==> src/rtl/pool_window_buffer.sv <==
// Streaming KxK window generator for the max-pool path: raster pixels in, one window per
// qualifying pixel out, valid/ready on both sides.

// Per-column history of the previous K-1 rows; entry 0 is the oldest row.
module pool_wb_col #(
    parameter int BITWIDTH = 8,
    parameter int K        = 2
) (
    input  logic                         clk_i,
    input  logic                         rstn_i,
    input  logic                         we_i,
    input  logic [BITWIDTH-1:0]          din_i,
    output logic [K-2:0][BITWIDTH-1:0]   hist_o
);
    logic [K-2:0][BITWIDTH-1:0] hist_q;

    always_ff @(posedge clk_i or negedge rstn_i) begin
        if (!rstn_i) begin
            hist_q <= '0;
        end else if (we_i) begin
            for (int j = 0; j < K-2; j++) hist_q[j] <= hist_q[j+1];
            hist_q[K-2] <= din_i;
        end
    end

    assign hist_o = hist_q;
endmodule

module pool_window_buffer #(
    parameter int BITWIDTH = 8,
    parameter int K        = 2,
    parameter int MAX_COLS = 32,
    parameter int COL_W    = $clog2(MAX_COLS+1)
) (
    input  logic                      clk,
    input  logic                      rstn,
    input  logic                      clear,
    input  logic [COL_W-1:0]          cfg_cols,
    input  logic                      cfg_stride_en,
    input  logic                      in_valid,
    output logic                      in_ready,
    input  logic [BITWIDTH-1:0]       in_data,
    output logic                      out_valid,
    input  logic                      out_ready,
    output logic [K*K*BITWIDTH-1:0]   out_window
);
    localparam int KW = $clog2(K);
    typedef logic [K-1:0][K-1:0][BITWIDTH-1:0] win_t;

    logic [COL_W-1:0] col_q, col_d, cols_eff;
    logic [KW-1:0]    row_seen_q, row_seen_d, row_ph_q, row_ph_d, col_ph_q, col_ph_d;
    win_t             win_q, win_d, out_q, out_d;
    logic             out_valid_q, out_valid_d;
    logic             acc, last_col, emit;

    logic [MAX_COLS-1:0][K-2:0][BITWIDTH-1:0] hist;
    logic [K-2:0][BITWIDTH-1:0]               hist_sel;

    assign cols_eff = (cfg_cols > COL_W'(MAX_COLS)) ? COL_W'(MAX_COLS) : cfg_cols;
    assign in_ready = !clear && (!out_valid_q || out_ready);
    assign acc      = in_valid && in_ready;
    assign last_col = (cols_eff == '0) || (col_q >= cols_eff - COL_W'(1));
    assign emit     = acc && (row_seen_q == KW'(K-1)) && (col_q >= COL_W'(K-1)) &&
                      (!cfg_stride_en || ((col_ph_q == KW'(K-1)) && (row_ph_q == KW'(K-1))));

    for (genvar i = 0; i < MAX_COLS; i++) begin : g_col
        pool_wb_col #(.BITWIDTH(BITWIDTH), .K(K)) u_col (
            .clk_i  (clk),
            .rstn_i (rstn),
            .we_i   (acc && (col_q == COL_W'(i))),
            .din_i  (in_data),
            .hist_o (hist[i])
        );
    end

    always_comb begin
        hist_sel = '0;
        for (int i = 0; i < MAX_COLS; i++)
            if (col_q == COL_W'(i)) hist_sel = hist[i];
    end

    // Window shifts left one column per accepted pixel; the new right column is the
    // column history (read before its own update) topped by the incoming pixel.
    always_comb begin
        win_d = win_q;
        if (acc) begin
            for (int r = 0; r < K; r++)
                for (int c = 0; c < K-1; c++) win_d[r][c] = win_q[r][c+1];
            for (int r = 0; r < K-1; r++) win_d[r][K-1] = hist_sel[r];
            win_d[K-1][K-1] = in_data;
        end
    end

    always_comb begin
        col_d       = col_q;
        row_seen_d  = row_seen_q;
        row_ph_d    = row_ph_q;
        col_ph_d    = col_ph_q;
        out_valid_d = out_valid_q;
        out_d       = out_q;
        if (clear) begin
            col_d       = '0;
            row_seen_d  = '0;
            row_ph_d    = '0;
            col_ph_d    = '0;
            out_valid_d = 1'b0;
        end else begin
            if (acc) begin
                if (last_col) begin
                    col_d    = '0;
                    col_ph_d = '0;
                    if (row_seen_q != KW'(K-1)) row_seen_d = row_seen_q + KW'(1);
                    row_ph_d = (row_ph_q == KW'(K-1)) ? '0 : row_ph_q + KW'(1);
                end else begin
                    col_d    = col_q + COL_W'(1);
                    col_ph_d = (col_ph_q == KW'(K-1)) ? '0 : col_ph_q + KW'(1);
                end
            end
            if (emit) begin
                out_valid_d = 1'b1;
                out_d       = win_d;
            end else if (out_ready) begin
                out_valid_d = 1'b0;
            end
        end
    end

    always_ff @(posedge clk or negedge rstn) begin
        if (!rstn) begin
            col_q       <= '0;
            row_seen_q  <= '0;
            row_ph_q    <= '0;
            col_ph_q    <= '0;
            win_q       <= '0;
            out_q       <= '0;
            out_valid_q <= 1'b0;
        end else begin
            col_q       <= col_d;
            row_seen_q  <= row_seen_d;
            row_ph_q    <= row_ph_d;
            col_ph_q    <= col_ph_d;
            win_q       <= win_d;
            out_q       <= out_d;
            out_valid_q <= out_valid_d;
        end
    end

    assign out_valid  = out_valid_q;
    assign out_window = out_q;
endmodule

==> config.mk <==
export PLATFORM = sky130hd
export DESIGN_NAME = pool_window_buffer
export DESIGN_NICKNAME = d
export VERILOG_FILES = /design/src/rtl/pool_window_buffer.sv
export SDC_FILE = /design/constraint.sdc
export NUM_CORES = 1
export LEC_CHECK = 0
export ABC_AREA = 1
export CAP_MARGIN = 40
export CORE_ASPECT_RATIO = 0.9
export CORE_UTILIZATION = 25
export DETAILED_ROUTE_END_ITERATION = 10
export SYNTH_ARGS = -nofsm -noshare
export SYNTH_HDL_FRONTEND = slang
export SYNTH_SLANG_ARGS = --single-unit
export TNS_END_PERCENT = 5
==> constraint.sdc <==
create_clock -name clk -period 3.16 [get_ports clk]
set_input_delay 0.632 -clock clk [delete_from_list [all_inputs] [get_ports clk]]
set_output_delay 0.632 -clock clk [all_outputs]
set_load 0.01 [all_outputs]
==> flow_summary_export.csv, run 1 <==
group,metric,value,unit
synthesis,muxShareOfSynthArea,0.000735,
die,fp.dieW,263,µm
finish,n_antenna_cell,0,
finish,fillers,6267,
critical_path,endpoint_kind,"flip-flop",
power_and_ir_drop,swShare,0.344,
synthesis,synthSimpleGateAreaFrac,0.251,
synthesis,synth_edf_count,0,
clock_network,cts_buffers,38,
timing,maxSlewViolCount,0,
die,ios,54,
grt,grt_pass1_vias,13200,
power_and_ir_drop,ir_worst_vdd,0.000338,V
finish,nets,2154,
critical_path,timing.rr.end,"out_window[9]",
power_and_ir_drop,p_switching,5040,µW
critical_path,crit_arrival,4.07,ns
synthesis,syn_inst,1958,
synthesis,ys_seq_area_frac,0.539,
timing,clock.fmax,280,MHz
synthesis,synthAdderAreaFrac,0.0106,
power_and_ir_drop,powerDensity,754,nW/µm²
die,die_h,237,µm
timing,fin_crit,3.57,ns
timing,fin_crit_sh,1.13,
finish,drive_above_1_share,0.159,
timing,skew,0.0198,ns
grt,antenna_found_initial,1,
synthesis,synth_top_family_by_area,"simple AND/OR/NAND/NOR gates",
timing,whs,-0.00281,ns
critical_path,r2r_slack,-0.41,ns
routing,antenna_left,0,
finish,final_cell_mix,"734 x nand2_1, 330 x dfrtp_1, 298 x o21ai_0, 140 x buf_4, 128 x inv_1",
power_and_ir_drop,finalPower,14700,µW
clock_network,clock-root-buffer,"clkbuf_16",
routing,dr.pass1.iters,5,
die,num_rows,85,
timing,setup_viol,16,
synthesis,synth_compound_area_frac,0.137,
power_and_ir_drop,clockPowerShare,0.296,
clock_network,cts.sinks,330,
clock_network,cts_buffer_depth,3,
timing,worst_slack,-0.408,ns
power_and_ir_drop,p_leak,0.00942,µW
critical_path,reg2reg_from,"col_q[2]",
grt,grt_pass1_wl,71.2,mm
routing,via_per_inst,4.56,
critical_path,worstPathMaxFanout,5,
critical_path,reg2reg_depth,39,
synthesis,synth-async-reset-ratio,1.00,
synthesis,syn_area_per_cell,7.82,µm²
synthesis,yosys_warnings,0,
synthesis,synth-xor-area-share,0.00229,
routing,drc,0,
clock_network,cts_tree,"yes",
power_and_ir_drop,combPwrFrac,0.336,
critical_path,crit_buf_inv,2,
critical_path,path_delay_family,"simple AND/OR/NAND/NOR gates",
timing,hold_viol,1,
clock_network,cts_htree_levels,2,
power_and_ir_drop,sequentialPowerShare,0.368,
finish,layout_commonest_cell,"nand2_1",
routing,drt-total-wl,43.6,mm
die,core_area,60200,µm²
critical_path,start_kind,"flip-flop",
run,cap_violations,0,
grt,grt_max_degree,81,
placed_design,gp_congestion,0.891,
timing,rsz0062_at_grt,"yes",
routing,drt_iter0_drc,947,
synthesis,ys_types,36,
critical_path,critPathSlowestCell,"dfrtp_1",
critical_path,worst-setup-path-type,"reg2reg",
grt,grt_overflow_total,0,
clock_network,cts.clk_slew.worst_paths,0.07,ns
status,outcome,"finished, violations left",
timing,tightest_slew,0.704,ns
routing,vias,13400,
placed_design,hpwl,29.7,mm
timing,setup_tns,-4.63,ns
critical_path,crit_top_cell,"nand2_1",
clock_network,postCtsHoldBufs,0,
die,start_util,0.254,
placed_design,port_buffers,53,
die,die_area,62300,µm²
power_and_ir_drop,p_int,9620,µW
grt,grtUsageTotal,0.141,
hold_path,hold_path_class,"in2async",
clock_network,clock_latency,0.56,ns
critical_path,slowest_delay,0.43,ns
synthesis,ys.flop_type,"dfrtp_1",
synthesis,syn_area,15300,µm²
critical_path,cp.required,3.66,ns
routing,wl_per_cell,14.9,µm
synthesis,ys_ff_latch,330,
finish,area_growth_syn_to_layout,26.8,%
timing,slew_headroom,0.530,
synthesis,syn_nets,1991,
status,violations,"hold timing, setup timing",
## cells by family (layout without fill, tap and decap cells)
kind of cell             Yosys count  count (layout)
AO/OA/AOI/OAI                    411             411
XOR/XNOR                           4               4
adder cells (fa/ha/maj)           13              13
buffers and inverters            232             423
flip-flops                       330             330
multiplexers                       1               1
AND/OR/NAND/NOR                  967             967
## layout make-up
type                            count  area [µm²]  area share
Sequential cell                   330        8260       0.425
Multi-Input combinational cell   1396        6500       0.334
Timing Repair Buffer              218        1950       0.100
Clock buffer                       52        1090      0.0563
Tap cell                          783         980      0.0504
Inverter                          137         527      0.0271
Clock inverter                     16         126     0.00650
## power groups by stage
stage | clock [µW] | sequential, µW | combinational, µW
after global placement | 0 | 5440 | 4110
after detailed placement | 0 | 5450 | 4170
after global routing | 4610 | 5470 | 5500
after floorplan | 0 | 5410 | 2340
after CTS | 4440 | 5400 | 4520
final | 4340 | 5400 | 4920
## worst register-to-register path: cells and delay by family (launching register included)
family,cells,cell delay [ns]
simple gates,35,2.61
flops,1,0.43
buf+inv,2,0.26
compound gates,2,0.25
## metrics by stage
stage                      util  setup slack [ns]  cell area (µm²)  cells
after floorplan               -             0.204            15300   1958
after CTS                 0.317            -0.429            19100   2914
after detailed placement  0.292            -0.580            17600   2833
after global routing      0.323            -0.732            19400   2932
after global placement    0.292            -0.526            17600   2833
final                     0.323            -0.408            19400   2932
## per-layer routing
layer | vias up | share of wire | global-route usage
met5 | - | 0.00030 | 0
met4 | 2 | 0.019 | 0.0360
met3 | 63 | 0.061 | 0.0298
met2 | 357 | 0.44 | 0.217
met1 | 6410 | 0.48 | 0.201
li1 | 6552 | - | -
## how the worst max path moves through the flow
stage                            from             end  slack (ns)  depth (start not counted)
after floorplan           cfg_cols[2]        col_q[4]        0.20                         16
after global placement       col_q[1]  out_window[12]       -0.53                         37
after detailed placement     col_q[0]  out_window[12]       -0.58                         38
after CTS                    col_q[2]  out_window[12]       -0.43                         41
after global routing         col_q[2]   out_window[9]       -0.73                         39
final                        col_q[2]   out_window[9]       -0.41                         39
## state kept, by name, summed over array words and instances, names as in the netlist
name / count
out_valid: 1
col_q: 6
row_seen_q: 1
col_ph_q: 1
g_col.u_col.hist_o: 256
out_window: 32
row_ph_q: 1
win_q: 32
## synthesized netlist by cell type (all sizes together) (13+ instances only)
cell	count	area (µm²)
a21oi	78	390
a31oi	16	100
buf	13	75.1
clkbuf	82	308
dfrtp	330	8260
ha	13	163
inv	136	513
nand2	774	2910
nand3	47	235
nor2	122	548
o21ai	305	1530
or2	17	106
## timing repair
| item | CTS | global route |
|---|---|---|
| gates resized for setup | 49 | 61 |
| pin swaps | 37 | 59 |
| setup endpoints to repair | 16 | 25 |
| setup buffers | 14 | 18 |
Power figures use the tool's default switching activity.
==> run 2, diff against run 1 <==
TNS_END_PERCENT = 10   (was 5)
==> results of run 2 <==
Same layout as run 1: the final DEF is identical, and so are final timing and power.
